===== src/rtl/yl3_pkg.sv =====
// Shared YL-3 constants plus the segment-to-ASCII table that the driver's character encoder also uses.
package yl3_pkg;

    localparam int YL3_FRAME_BITS = 16;
    localparam int YL3_DIGITS     = 8;

    localparam logic [7:0] SEG_BLANK = 8'hFF;
    localparam logic [7:0] SEG_DP    = 8'h7F;
    localparam logic [7:0] SEG_0     = 8'hC0;
    localparam logic [7:0] SEG_1     = 8'hF9;
    localparam logic [7:0] SEG_2     = 8'hA4;
    localparam logic [7:0] SEG_3     = 8'hB0;
    localparam logic [7:0] SEG_4     = 8'h99;
    localparam logic [7:0] SEG_5     = 8'h92;
    localparam logic [7:0] SEG_6     = 8'h82;
    localparam logic [7:0] SEG_7     = 8'hF8;
    localparam logic [7:0] SEG_8     = 8'h80;
    localparam logic [7:0] SEG_9     = 8'h98;
    localparam logic [7:0] SEG_A     = 8'h88;
    localparam logic [7:0] SEG_B     = 8'h83;
    localparam logic [7:0] SEG_C     = 8'hC6;
    localparam logic [7:0] SEG_D     = 8'hA1;
    localparam logic [7:0] SEG_E     = 8'h86;
    localparam logic [7:0] SEG_F     = 8'h8E;
    localparam logic [7:0] SEG_H     = 8'h89;
    localparam logic [7:0] SEG_L     = 8'hC7;
    localparam logic [7:0] SEG_N     = 8'hAB;
    localparam logic [7:0] SEG_P     = 8'h8C;
    localparam logic [7:0] SEG_U     = 8'hC1;

    function automatic logic is_one_hot8(input logic [7:0] v);
        return (v != 8'h00) && ((v & (v - 8'h01)) == 8'h00);
    endfunction

    function automatic logic [7:0] yl3_seg_to_ascii(input logic [7:0] seg);
        logic [7:0] ch;
        case (seg)
            SEG_0:     ch = 8'h30;
            SEG_1:     ch = 8'h31;
            SEG_2:     ch = 8'h32;
            SEG_3:     ch = 8'h33;
            SEG_4:     ch = 8'h34;
            SEG_5:     ch = 8'h35;
            SEG_6:     ch = 8'h36;
            SEG_7:     ch = 8'h37;
            SEG_8:     ch = 8'h38;
            SEG_9:     ch = 8'h39;
            SEG_A:     ch = 8'h41;
            SEG_B:     ch = 8'h62;
            SEG_C:     ch = 8'h43;
            SEG_D:     ch = 8'h64;
            SEG_E:     ch = 8'h45;
            SEG_F:     ch = 8'h46;
            SEG_H:     ch = 8'h48;
            SEG_L:     ch = 8'h4C;
            SEG_N:     ch = 8'h6E;
            SEG_P:     ch = 8'h50;
            SEG_U:     ch = 8'h55;
            SEG_DP:    ch = 8'h2E;
            SEG_BLANK: ch = 8'h20;
            default:   ch = 8'h3F;
        endcase
        return ch;
    endfunction

endpackage


===== src/rtl/yl3_seg_decode.sv =====
// Combinational active-low .GFEDCBA segment byte to ASCII character decoder.
module yl3_seg_decode
    import yl3_pkg::*;
(
    input  logic [7:0] seg_i,
    output logic [7:0] ascii_o
);

    // Table lookup shared with the driver's encoder
    always_comb begin
        ascii_o = yl3_seg_to_ascii(seg_i);
    end

endmodule


===== src/rtl/yl3_display_rx.sv =====
// YL-3 serial link receiver: synchronizes DIO/SCK/RCK, deserializes {position, segments} frames, keeps the digit image.
// Optional ASCII image on CHARS when YL3_ASCII_DECODE_EN is defined.
module yl3_display_rx
    import yl3_pkg::*;
#(
    parameter int SYNC_STAGES = 2,
    parameter int FRAME_BITS  = YL3_FRAME_BITS,
    parameter int DIGITS      = YL3_DIGITS
) (
    input  logic                CLK,
    input  logic                nRST,
    input  logic                DIO,
    input  logic                SCK,
    input  logic                RCK,
    output logic [DIGITS*8-1:0] SEGS,
    output logic                UPDATED,
    output logic                POS_ERR,
    output logic                BIT_ERR
`ifdef YL3_ASCII_DECODE_EN
    ,
    output logic [DIGITS*8-1:0] CHARS
`endif
);

    logic [SYNC_STAGES-1:0][2:0] sync_q, sync_d;
    logic [2:0]                  prev_q, prev_d;
    logic [2:0]                  pins_s, rise_s;
    logic [FRAME_BITS-1:0]       shreg_q, shreg_d;
    logic [4:0]                  bitcnt_q, bitcnt_d;
    logic [DIGITS*8-1:0]         segs_q, segs_d;
    logic                        updated_q, updated_d;
    logic                        pos_err_q, pos_err_d;
    logic                        bit_err_q, bit_err_d;
    logic [DIGITS-1:0]           pos_s;
    logic [7:0]                  seg_s;

    assign pins_s = {RCK, SCK, DIO};

    // Synchronizer chain; a rise is the newest synchronized level high while the delayed copy is low
    always_comb begin
        sync_d = {sync_q[SYNC_STAGES-2:0], pins_s};
        prev_d = sync_q[SYNC_STAGES-1];
        rise_s = sync_q[SYNC_STAGES-1] & ~prev_q;
    end

    // Shift, count and latch datapath; the latch reads the pre-shift register like a 74HC595
    always_comb begin
        shreg_d   = shreg_q;
        bitcnt_d  = bitcnt_q;
        segs_d    = segs_q;
        updated_d = 1'b0;
        pos_err_d = 1'b0;
        bit_err_d = 1'b0;
        pos_s     = shreg_q[FRAME_BITS-1 -: DIGITS];
        seg_s     = shreg_q[7:0];
        if (rise_s[1]) begin
            shreg_d  = {shreg_q[FRAME_BITS-2:0], sync_q[SYNC_STAGES-1][0]};
            bitcnt_d = (bitcnt_q == 5'd31) ? 5'd31 : bitcnt_q + 5'd1;
        end else begin
            shreg_d  = shreg_q;
        end
        if (rise_s[2]) begin
            for (int i = 0; i < DIGITS; i++) begin
                if (pos_s[i]) begin
                    segs_d[(DIGITS-1-i)*8 +: 8] = seg_s;
                end else begin
                    segs_d[(DIGITS-1-i)*8 +: 8] = segs_q[(DIGITS-1-i)*8 +: 8];
                end
            end
            updated_d = |pos_s;
            pos_err_d = ~is_one_hot8(pos_s);
            bit_err_d = (bitcnt_q != 5'(FRAME_BITS));
            bitcnt_d  = rise_s[1] ? 5'd1 : 5'd0;
        end else begin
            updated_d = 1'b0;
        end
    end

    // State and registered outputs
    always_ff @(posedge CLK or negedge nRST) begin
        if (!nRST) begin
            sync_q    <= '0;
            prev_q    <= 3'b000;
            shreg_q   <= '0;
            bitcnt_q  <= 5'd0;
            segs_q    <= {DIGITS{SEG_BLANK}};
            updated_q <= 1'b0;
            pos_err_q <= 1'b0;
            bit_err_q <= 1'b0;
        end else begin
            sync_q    <= sync_d;
            prev_q    <= prev_d;
            shreg_q   <= shreg_d;
            bitcnt_q  <= bitcnt_d;
            segs_q    <= segs_d;
            updated_q <= updated_d;
            pos_err_q <= pos_err_d;
            bit_err_q <= bit_err_d;
        end
    end

    assign SEGS    = segs_q;
    assign UPDATED = updated_q;
    assign POS_ERR = pos_err_q;
    assign BIT_ERR = bit_err_q;

`ifdef YL3_ASCII_DECODE_EN
    logic [DIGITS*8-1:0] chars_q, chars_d;

    for (genvar g = 0; g < DIGITS; g++) begin : g_dec
        yl3_seg_decode u_dec (
            .seg_i   (segs_d[(DIGITS-1-g)*8 +: 8]),
            .ascii_o (chars_d[(DIGITS-1-g)*8 +: 8])
        );
    end

    // Character image registered alongside the segment image
    always_ff @(posedge CLK or negedge nRST) begin
        if (!nRST) begin
            chars_q <= {DIGITS{8'h20}};
        end else begin
            chars_q <= chars_d;
        end
    end

    assign CHARS = chars_q;
`endif

endmodule

===== config.mk =====
export PLATFORM = sky130hd
export DESIGN_NAME = yl3_display_rx
export DESIGN_NICKNAME = d
export VERILOG_FILES = /design/src/rtl/yl3_pkg.sv /design/src/rtl/yl3_seg_decode.sv /design/src/rtl/yl3_display_rx.sv
export SDC_FILE = /design/constraint.sdc
export NUM_CORES = 1
export LEC_CHECK = 0
export CORE_AREA = 2 2 120 64
export DETAILED_ROUTE_END_ITERATION = 7
export DIE_AREA = 0 0 122 66
export PLACE_DENSITY = 0.88
export SETUP_SLACK_MARGIN = 0.05
export SYNTH_ARGS = -nofsm -noshare
export SYNTH_HDL_FRONTEND = slang
export SYNTH_HIERARCHICAL = 1
export SYNTH_SLANG_ARGS = --single-unit

===== constraint.sdc =====
create_clock -name CLK -period 2.85 [get_ports CLK]
set_input_delay 0.285 -clock CLK [delete_from_list [all_inputs] [get_ports CLK]]
set_output_delay 0.285 -clock CLK [all_outputs]
set_load 0.005 [all_outputs]

==> impl_metrics.csv, run 1 <==
group,metric,value,unit
status,result_of_the_run,"finished clean",
placement,place_congestion,0.781,
timing,fmax,589,MHz
timing,rsz_0062_raised_after_global_routing,"false",
timing,timing.final.max_slew_violations,0,
drt,drt_first_pass_iters,4,
setup_path,cp.required,2.57,ns
die,chipHeight,66,um
setup_path,worst_r2r_endpoint,"SEGS[61]",
synthesis,synth-async-reset-ratio,1.00,
timing,slack_of_the_critical_path,1.15,ns
global_route,grt_antenna_before_repair,0,
setup_path,critPathSlowestCell,"sky130_fd_sc_hd__clkdlybuf4s50_1",
setup_path,worstPathMaxFanout,2,
die,initial_utilization,0.533,
pwr,power.static_leakage,1.98,nW
global_route,wire_length_of_the_first_global_routing_pass,12.6,mm
setup_path,crit_path_cell_trace,"clkdlybuf4s50_1",
clocking,cts_repair_resize_count,0,
pwr,vdd_drop_max,0.614,mV
setup_path,cp-startpoint,"SEGS[61]",
clocking,cts-buffers-inserted,9,
global_route,grt_pass1_vias,2256,
drt,wire_per_inst,18.8,um
setup_path,worst_setup_path_start_kind,"flop",
drt,detailedRoute.firstIterationViolations,100,
die,die_x,122,um
placement,dp_hpwl,5.23,mm
cells_and_area,num-fill-cells,507,
drt,ant_nets,0,
die,row_count,22,
timing,final_layout_setup_total_negative_slack,0,ns
synthesis,postSynthAreaPerCell,16.0,sq um
die,design.die.area,0.00805,sq mm
cells_and_area,most_common_cell_after_layout_fill_and_taps_aside,"sky130_fd_sc_hd__mux2_2",
timing,number_of_setup_violations_in_the_final_report,0,
setup_path,worstSetupPathType,"reg2out",
global_route,largest_net_degree_at_the_start_of_global_routing,97,
cells_and_area,commonest_cells_after_routing_fill_and_taps_aside,"sky130_fd_sc_hd__mux2_2, sky130_fd_sc_hd__clkdlybuf4s50_1, sky130_fd_sc_hd__dfstp_2",
cells_and_area,sequential_cell_area,0.00248,sq mm
clocking,cts_setup_buffers,0,
synthesis,dominantRegCellSynth,"sky130_fd_sc_hd__dfstp_2",
pwr,power_density,1070,mW/mm^2
die,top_level_ports,72,
drt,route.final.wire_length,7.65,mm
clocking,h-tree-depth,3,
synthesis,synth.yosys.warnings,6,
synthesis,synth_top_cell_by_area,"sky130_fd_sc_hd__dfstp_2",
clocking,hold_buffers,0,
timing,fin_skew,0.00622,ns
cells_and_area,syn2layout_area_growth,29.2,%
clocking,cts_root_buf,"sky130_fd_sc_hd__clkbuf_16",
synthesis,post-synth-top-area-fraction,0.449,
setup_path,reg2reg_setup_slack,1.34,ns
setup_path,crit_path_end,"SEGS[61]",
timing,hold_violations,0,
clocking,tritoncts_num_sinks,96,
cells_and_area,post_route_cells_drive_above_1_share,0.547,
drt,post_drt_via_cell_ratio,5.31,
timing,finalCritPeriodShare,0.596,
synthesis,yosysSeqAreaShare,0.663,
worst_hold_path,min-delay-path-class,"in2async",
global_route,track_usage,0.218,
timing,tightestPinTransition,1.12,ns
synthesis,mappedNetlistNets,241,
drt,routed-via-count,2161,
placement,dp_slack,1.32,ns
clocking,clkTransAtPathRegs,0.07,ns
drt,residual_drc,0,
synthesis,edff_count_synth,0,
synthesis,synthCells,234,
setup_path,r2r.worst_path.cells,4,
cells_and_area,multi_input_area,0.00119,sq mm
timing,hold_ws,0.156,ns
setup_path,critPathBufInv,1,
placement,numPortBuffers,71,
synthesis,synth.lib_cells_used.distinct,32,
run,timing.max_cap.violations,0,
global_route,overflow,0,
synthesis,synth.area.top_cells,"sky130_fd_sc_hd__dfstp_2, sky130_fd_sc_hd__mux2_2, sky130_fd_sc_hd__dfrtp_1",
clocking,insertion_delay,0.34,ns
synthesis,ffs_latches_synth,96,
setup_path,stages_on_the_worst_setup_path,1,
setup_path,setup.worst_path.end_class,"output port",
timing,max_slew_margin,0.251,
setup_path,cp_top_family,"buffers and inverters",
setup_path,cpPeakStageDelay,0.54,ns
synthesis,synth_area,0.00374,sq mm
setup_path,timing.critical_path.arrival,1.41,ns
clocking,cts_tree,"built",
die,floorplan_core_area,0.00702,sq mm
cells_and_area,finalNetCount,313,
clocking,clock_tree.buffer_depth,2,
cells_and_area,antenna-diode-count,0,
timing,timing.final.crit_period,1.70,ns
setup_path,rr_startpoint,"prev_d[2]",
==> cell usage after synthesis (3+ instances only) <==
cell                       n
sky130_fd_sc_hd__a21oi_1   3
sky130_fd_sc_hd__a31oi_1   3
sky130_fd_sc_hd__buf_1     8
sky130_fd_sc_hd__dfrtp_1  32
sky130_fd_sc_hd__dfstp_2  64
sky130_fd_sc_hd__inv_1     5
sky130_fd_sc_hd__mux2_2   79
sky130_fd_sc_hd__nand2_1   4
sky130_fd_sc_hd__nand2_2   6
==> report_power, final <==
group / internal, mW / total (mW) / switching (mW)
logic: 1.03 / 1.48 / 0.447
clock network: 0.689 / 1.18 / 0.491
registers: 2.06 / 2.53 / 0.465
==> cell families (layout without fill, tap and decap cells) <==
logic type	count (synthesis)	count (layout)	synth area share
simple gates	23	23	0.0401
flops	96	96	0.663
mux	79	79	0.238
xor+xnor	1	1	0.00234
compound gates	15	15	0.0287
buf+inv	17	94	0.0187
fa+ha+maj	3	3	0.00936
==> worst min-delay path by stage <==
stage,startpoint,to,slack [ns],cells after the start
after CTS,nRST,shreg_q[5],0.21,1
final,nRST,sync_d[4],0.16,1
after global placement,sync_d[4],prev_d[1],0.33,0
after detailed placement,sync_d[4],prev_d[1],0.34,0
after global routing,nRST,prev_d[0],0.26,1
after floorplan,nRST,BIT_ERR,-0.01,0
==> area by class of cell <==
cell class              count  area share
flip-flops and latches     96       0.513
multi-input cells         121       0.246
repair buffers             73       0.150
clock buffers              12      0.0574
well taps                  96      0.0248
clock inverters             4     0.00491
inverters                   5     0.00388
==> state kept, by name (all words and copies together), names as in the netlist <==
signal / cells
SEGS: 64
prev_d: 3
POS_ERR: 1
sync_d: 3
shreg_q: 16
bitcnt_q: 5
prev_q: 2
UPDATED: 1
BIT_ERR: 1
==> through the flow <==
step	instance area, sq um	utilization	total power [mW]	cells
finish	4840	0.689	5.19	407
global route	4840	0.689	5.49	407
CTS	4840	0.689	5.24	407
detailed placement	4540	0.646	4.04	391
global placement	4540	0.646	3.96	391
floorplan	3740	-	3.06	234
==> metal layers <==
metal / vias up / part of all wire / global-route usage
li1: 972 / - / -
met1: 1112 / 0.48 / 0.296
met2: 67 / 0.44 / 0.320
met3: 10 / 0.072 / 0.0836
met4: 0 / 0.013 / 0.0819
met5: - / 0 / 0
Power figures use the tool's default switching activity.
==> inputs of run 2 (changes only) <==
--- a/config.mk
+++ b/config.mk
@@ -5,10 +5,10 @@
 export SDC_FILE = /design/constraint.sdc
 export NUM_CORES = 1
 export LEC_CHECK = 0
-export CORE_AREA = 2 2 120 64
+export CORE_AREA = 2 2 131 69
 export DETAILED_ROUTE_END_ITERATION = 7
-export DIE_AREA = 0 0 122 66
-export PLACE_DENSITY = 0.88
+export DIE_AREA = 0 0 133 71
+export PLACE_DENSITY = 0.8
 export SETUP_SLACK_MARGIN = 0.05
 export SYNTH_ARGS = -nofsm -noshare
 export SYNTH_HDL_FRONTEND = slang
==> constraint.sdc (replaced) <==
create_clock -name CLK -period 1.4 [get_ports CLK]
set_input_delay 0.14 -clock CLK [delete_from_list [all_inputs] [get_ports CLK]]
set_output_delay 0.14 -clock CLK [all_outputs]
set_load 0.005 [all_outputs]
==> run 2 against run 1 <==
  * The flow now finishes with violations (negative setup slack)
  * Worst hold slack gained 0.087 ns
  * Non-clock buffer count grew 17
  * Final cell count grew 9.3%
  * Register-to-register slack lost 1.5 ns
  * Global-route usage shrank 3.3 points
  * Power grew 100%
  * Cell area grew 4.6%
  * Sequential share of layout area shrank 2.3 points
  * Critical path type is now reg2reg
  * Critical endpoint is now POS_ERR
  * Largest cell class unchanged
  * Highest routed layer unchanged
==> impl_metrics.csv, run 2 (synthesis gave the netlist of run 1 again) <==
group,metric,value,unit
status,result_of_the_run,"finished with violations",
status,failing_checks,"negative setup slack",
setup_path,setup.worst_path.end_class,"flop",
setup_path,worstPathMaxFanout,5,
timing,timing.final.crit_period,1.53,ns
timing,fin_skew,0.00470,ns
drt,routed-via-count,2278,
die,row_count,24,
cells_and_area,commonest_cells_after_routing_fill_and_taps_aside,"sky130_fd_sc_hd__mux2_2, sky130_fd_sc_hd__dlygate4sd2_1, sky130_fd_sc_hd__dfstp_2",
cells_and_area,final_area,0.00506,sq mm
placement,dp.cells,426,
die,top_level_ports,72,
cells_and_area,antenna-diode-count,0,
timing,slack_of_the_critical_path,-0.135,ns
timing,rsz_0062_raised_after_global_routing,"true",
placement,numPortBuffers,71,
clocking,cts_tree,"built",
clocking,cts-buffers-inserted,9,
timing,number_of_setup_violations_in_the_final_report,1,
die,die_x,133,um
worst_hold_path,holdCritStartpoint,"SCK",
timing,hold_violations,0,
cells_and_area,layout.cells.non_filler,445,
drt,detailedRoute.firstIterationViolations,105,
placement,dp_hpwl,5.41,mm
cells_and_area,post_route_cells_drive_above_1_share,0.582,
pwr,power.static_leakage,2.41,nW
drt,residual_drc,0,
timing,timing.final.max_slew_violations,0,
timing,tightestPinTransition,0.587,ns
clocking,tritoncts_num_sinks,96,
drt,drt_first_pass_iters,4,
clocking,clkTransAtPathRegs,0.06,ns
global_route,largest_net_degree_at_the_start_of_global_routing,38,
cells_and_area,finalNetCount,330,
cells_and_area,sequential_cell_area,0.00248,sq mm
setup_path,rr_startpoint,"shreg_q[11]",
cells_and_area,most_common_cell_after_layout_fill_and_taps_aside,"sky130_fd_sc_hd__mux2_2",
die,floorplan_core_area,0.00838,sq mm
setup_path,cp.required,1.60,ns
run,timing.max_cap.violations,0,
pwr,vdd_drop_max,0.987,mV
cells_and_area,num-fill-cells,639,
pwr,power_density,2070,mW/mm^2
cells_and_area,max_ffs_per_register,64,
timing,fmax,652,MHz
clocking,cts_root_buf,"sky130_fd_sc_hd__clkbuf_16",
drt,route.final.wire_length,8.15,mm
setup_path,timing.critical_path.arrival,1.73,ns
die,design.die.area,0.00944,sq mm
drt,ant_nets,0,
cells_and_area,syn2layout_area_growth,35.2,%
clocking,insertion_delay,0.34,ns
setup_path,critPathSlowestCell,"sky130_fd_sc_hd__a2111oi_0",
global_route,wire_length_of_the_first_global_routing_pass,13.0,mm
global_route,grt_pass1_vias,2332,
setup_path,worstSetupPathType,"reg2reg",
die,initial_utilization,0.447,
timing,hold_ws,0.243,ns
clocking,h-tree-depth,3,
global_route,overflow,0,
timing,max_slew_margin,0.599,
setup_path,crit_path_frequent_cell,"sky130_fd_sc_hd__buf_4",
drt,wire_per_inst,18.3,um
die,chipHeight,71,um
placement,place_congestion,0.813,
worst_hold_path,min-delay-path-class,"in2reg",
drt,post_drt_via_cell_ratio,5.12,
cells_and_area,multi_input_area,0.00126,sq mm
clocking,clock_tree.buffer_depth,2,
setup_path,crit_path_cell_trace,"buf_4, buf_4, a2111oi_0, o31ai_1",
timing,finalCritPeriodShare,1.10,
placement,post_dp_cell_area,0.00473,sq mm
setup_path,cpPeakStageDelay,0.54,ns
setup_path,worst_setup_path_start_kind,"flop",
setup_path,cp-startpoint,"shreg_q[11]",
global_route,track_usage,0.185,
global_route,grt_antenna_before_repair,0,
pwr,power,10.5,mW
## run 2: changes by cell type in the layout (fill, tap and decap cells not counted), sizes merged, moves of 3 or more
cell	before	now
clkdlybuf4s50	70	5
dlygate4sd2	0	65
buf	3	19
clkbuf	12	15
## run 2: layout make-up
class / instances / area share
timing repair buffer: 90 / 0.166
tap: 117 / 0.0289
clock buffer: 15 / 0.0611
inverter: 5 / 0.00371
multi-input combinational: 121 / 0.248
sequential: 96 / 0.490
clock inverter: 1 / 0.000989
## run 2: critical path, delay by kind of cell, from the launching register on
family | cells | cell delay, ns
buffers and inverters | 2 | 0.29
AOI/OAI and AO/OA | 2 | 0.70
DFF | 1 | 0.41
## run 2: worst paths after layout
| path | endpoint | slack [ns] | cells past startpoint |
|---|---|---|---|
| hold reg to reg | prev_d[0] | 0.35 | 0 |
| hold / removal | sync_d[4] | 0.24 | 1 |
| max in group asynchronous | SEGS[3] | 0.55 | 3 |
| setup reg to reg | POS_ERR | -0.13 | 4 |
| min in group asynchronous | SEGS[15] | 0.54 | 2 |
| setup / recovery | POS_ERR | -0.13 | 4 |
## run 2: through the flow
stage / setup slack (ns) / util / TNS [ns]
floorplan: 0.0284 / - / 0
global placement: 0.0169 / 0.565 / 0
finish: -0.135 / 0.604 / -0.135
CTS: -0.0748 / 0.599 / -0.0748
global route: -0.180 / 0.604 / -0.180
detailed placement: -0.0713 / 0.565 / -0.0713
## run 2: timing repair
| item | 4_1_cts | 5_1_grt |
|---|---|---|
| gates resized for setup | 73 | 9 |
| pin swaps | 1 | 2 |
| setup buffers | 1 | 1 |
| setup endpoints to repair | 119 | 67 |
| hold buffers | 1 | 0 |
| hold endpoints to repair | 11 | 0 |
## run 2: per-layer routing
metal | track usage | wire (um) | up-vias
li1 | - | - | 1015
met1 | 0.275 | 4180 | 1181
met2 | 0.250 | 3290 | 71
met3 | 0.0724 | 573 | 11
met4 | 0.0538 | 106 | 0
met5 | 0 | 0 | -
## run 2: power by group
part	switching [mW]	internal (mW)	leakage, nW
Combinational	1.13	1.83	1.19
Clock	1.00	1.51	0.157
Sequential	0.812	4.20	1.06
Total	2.95	7.53	2.41
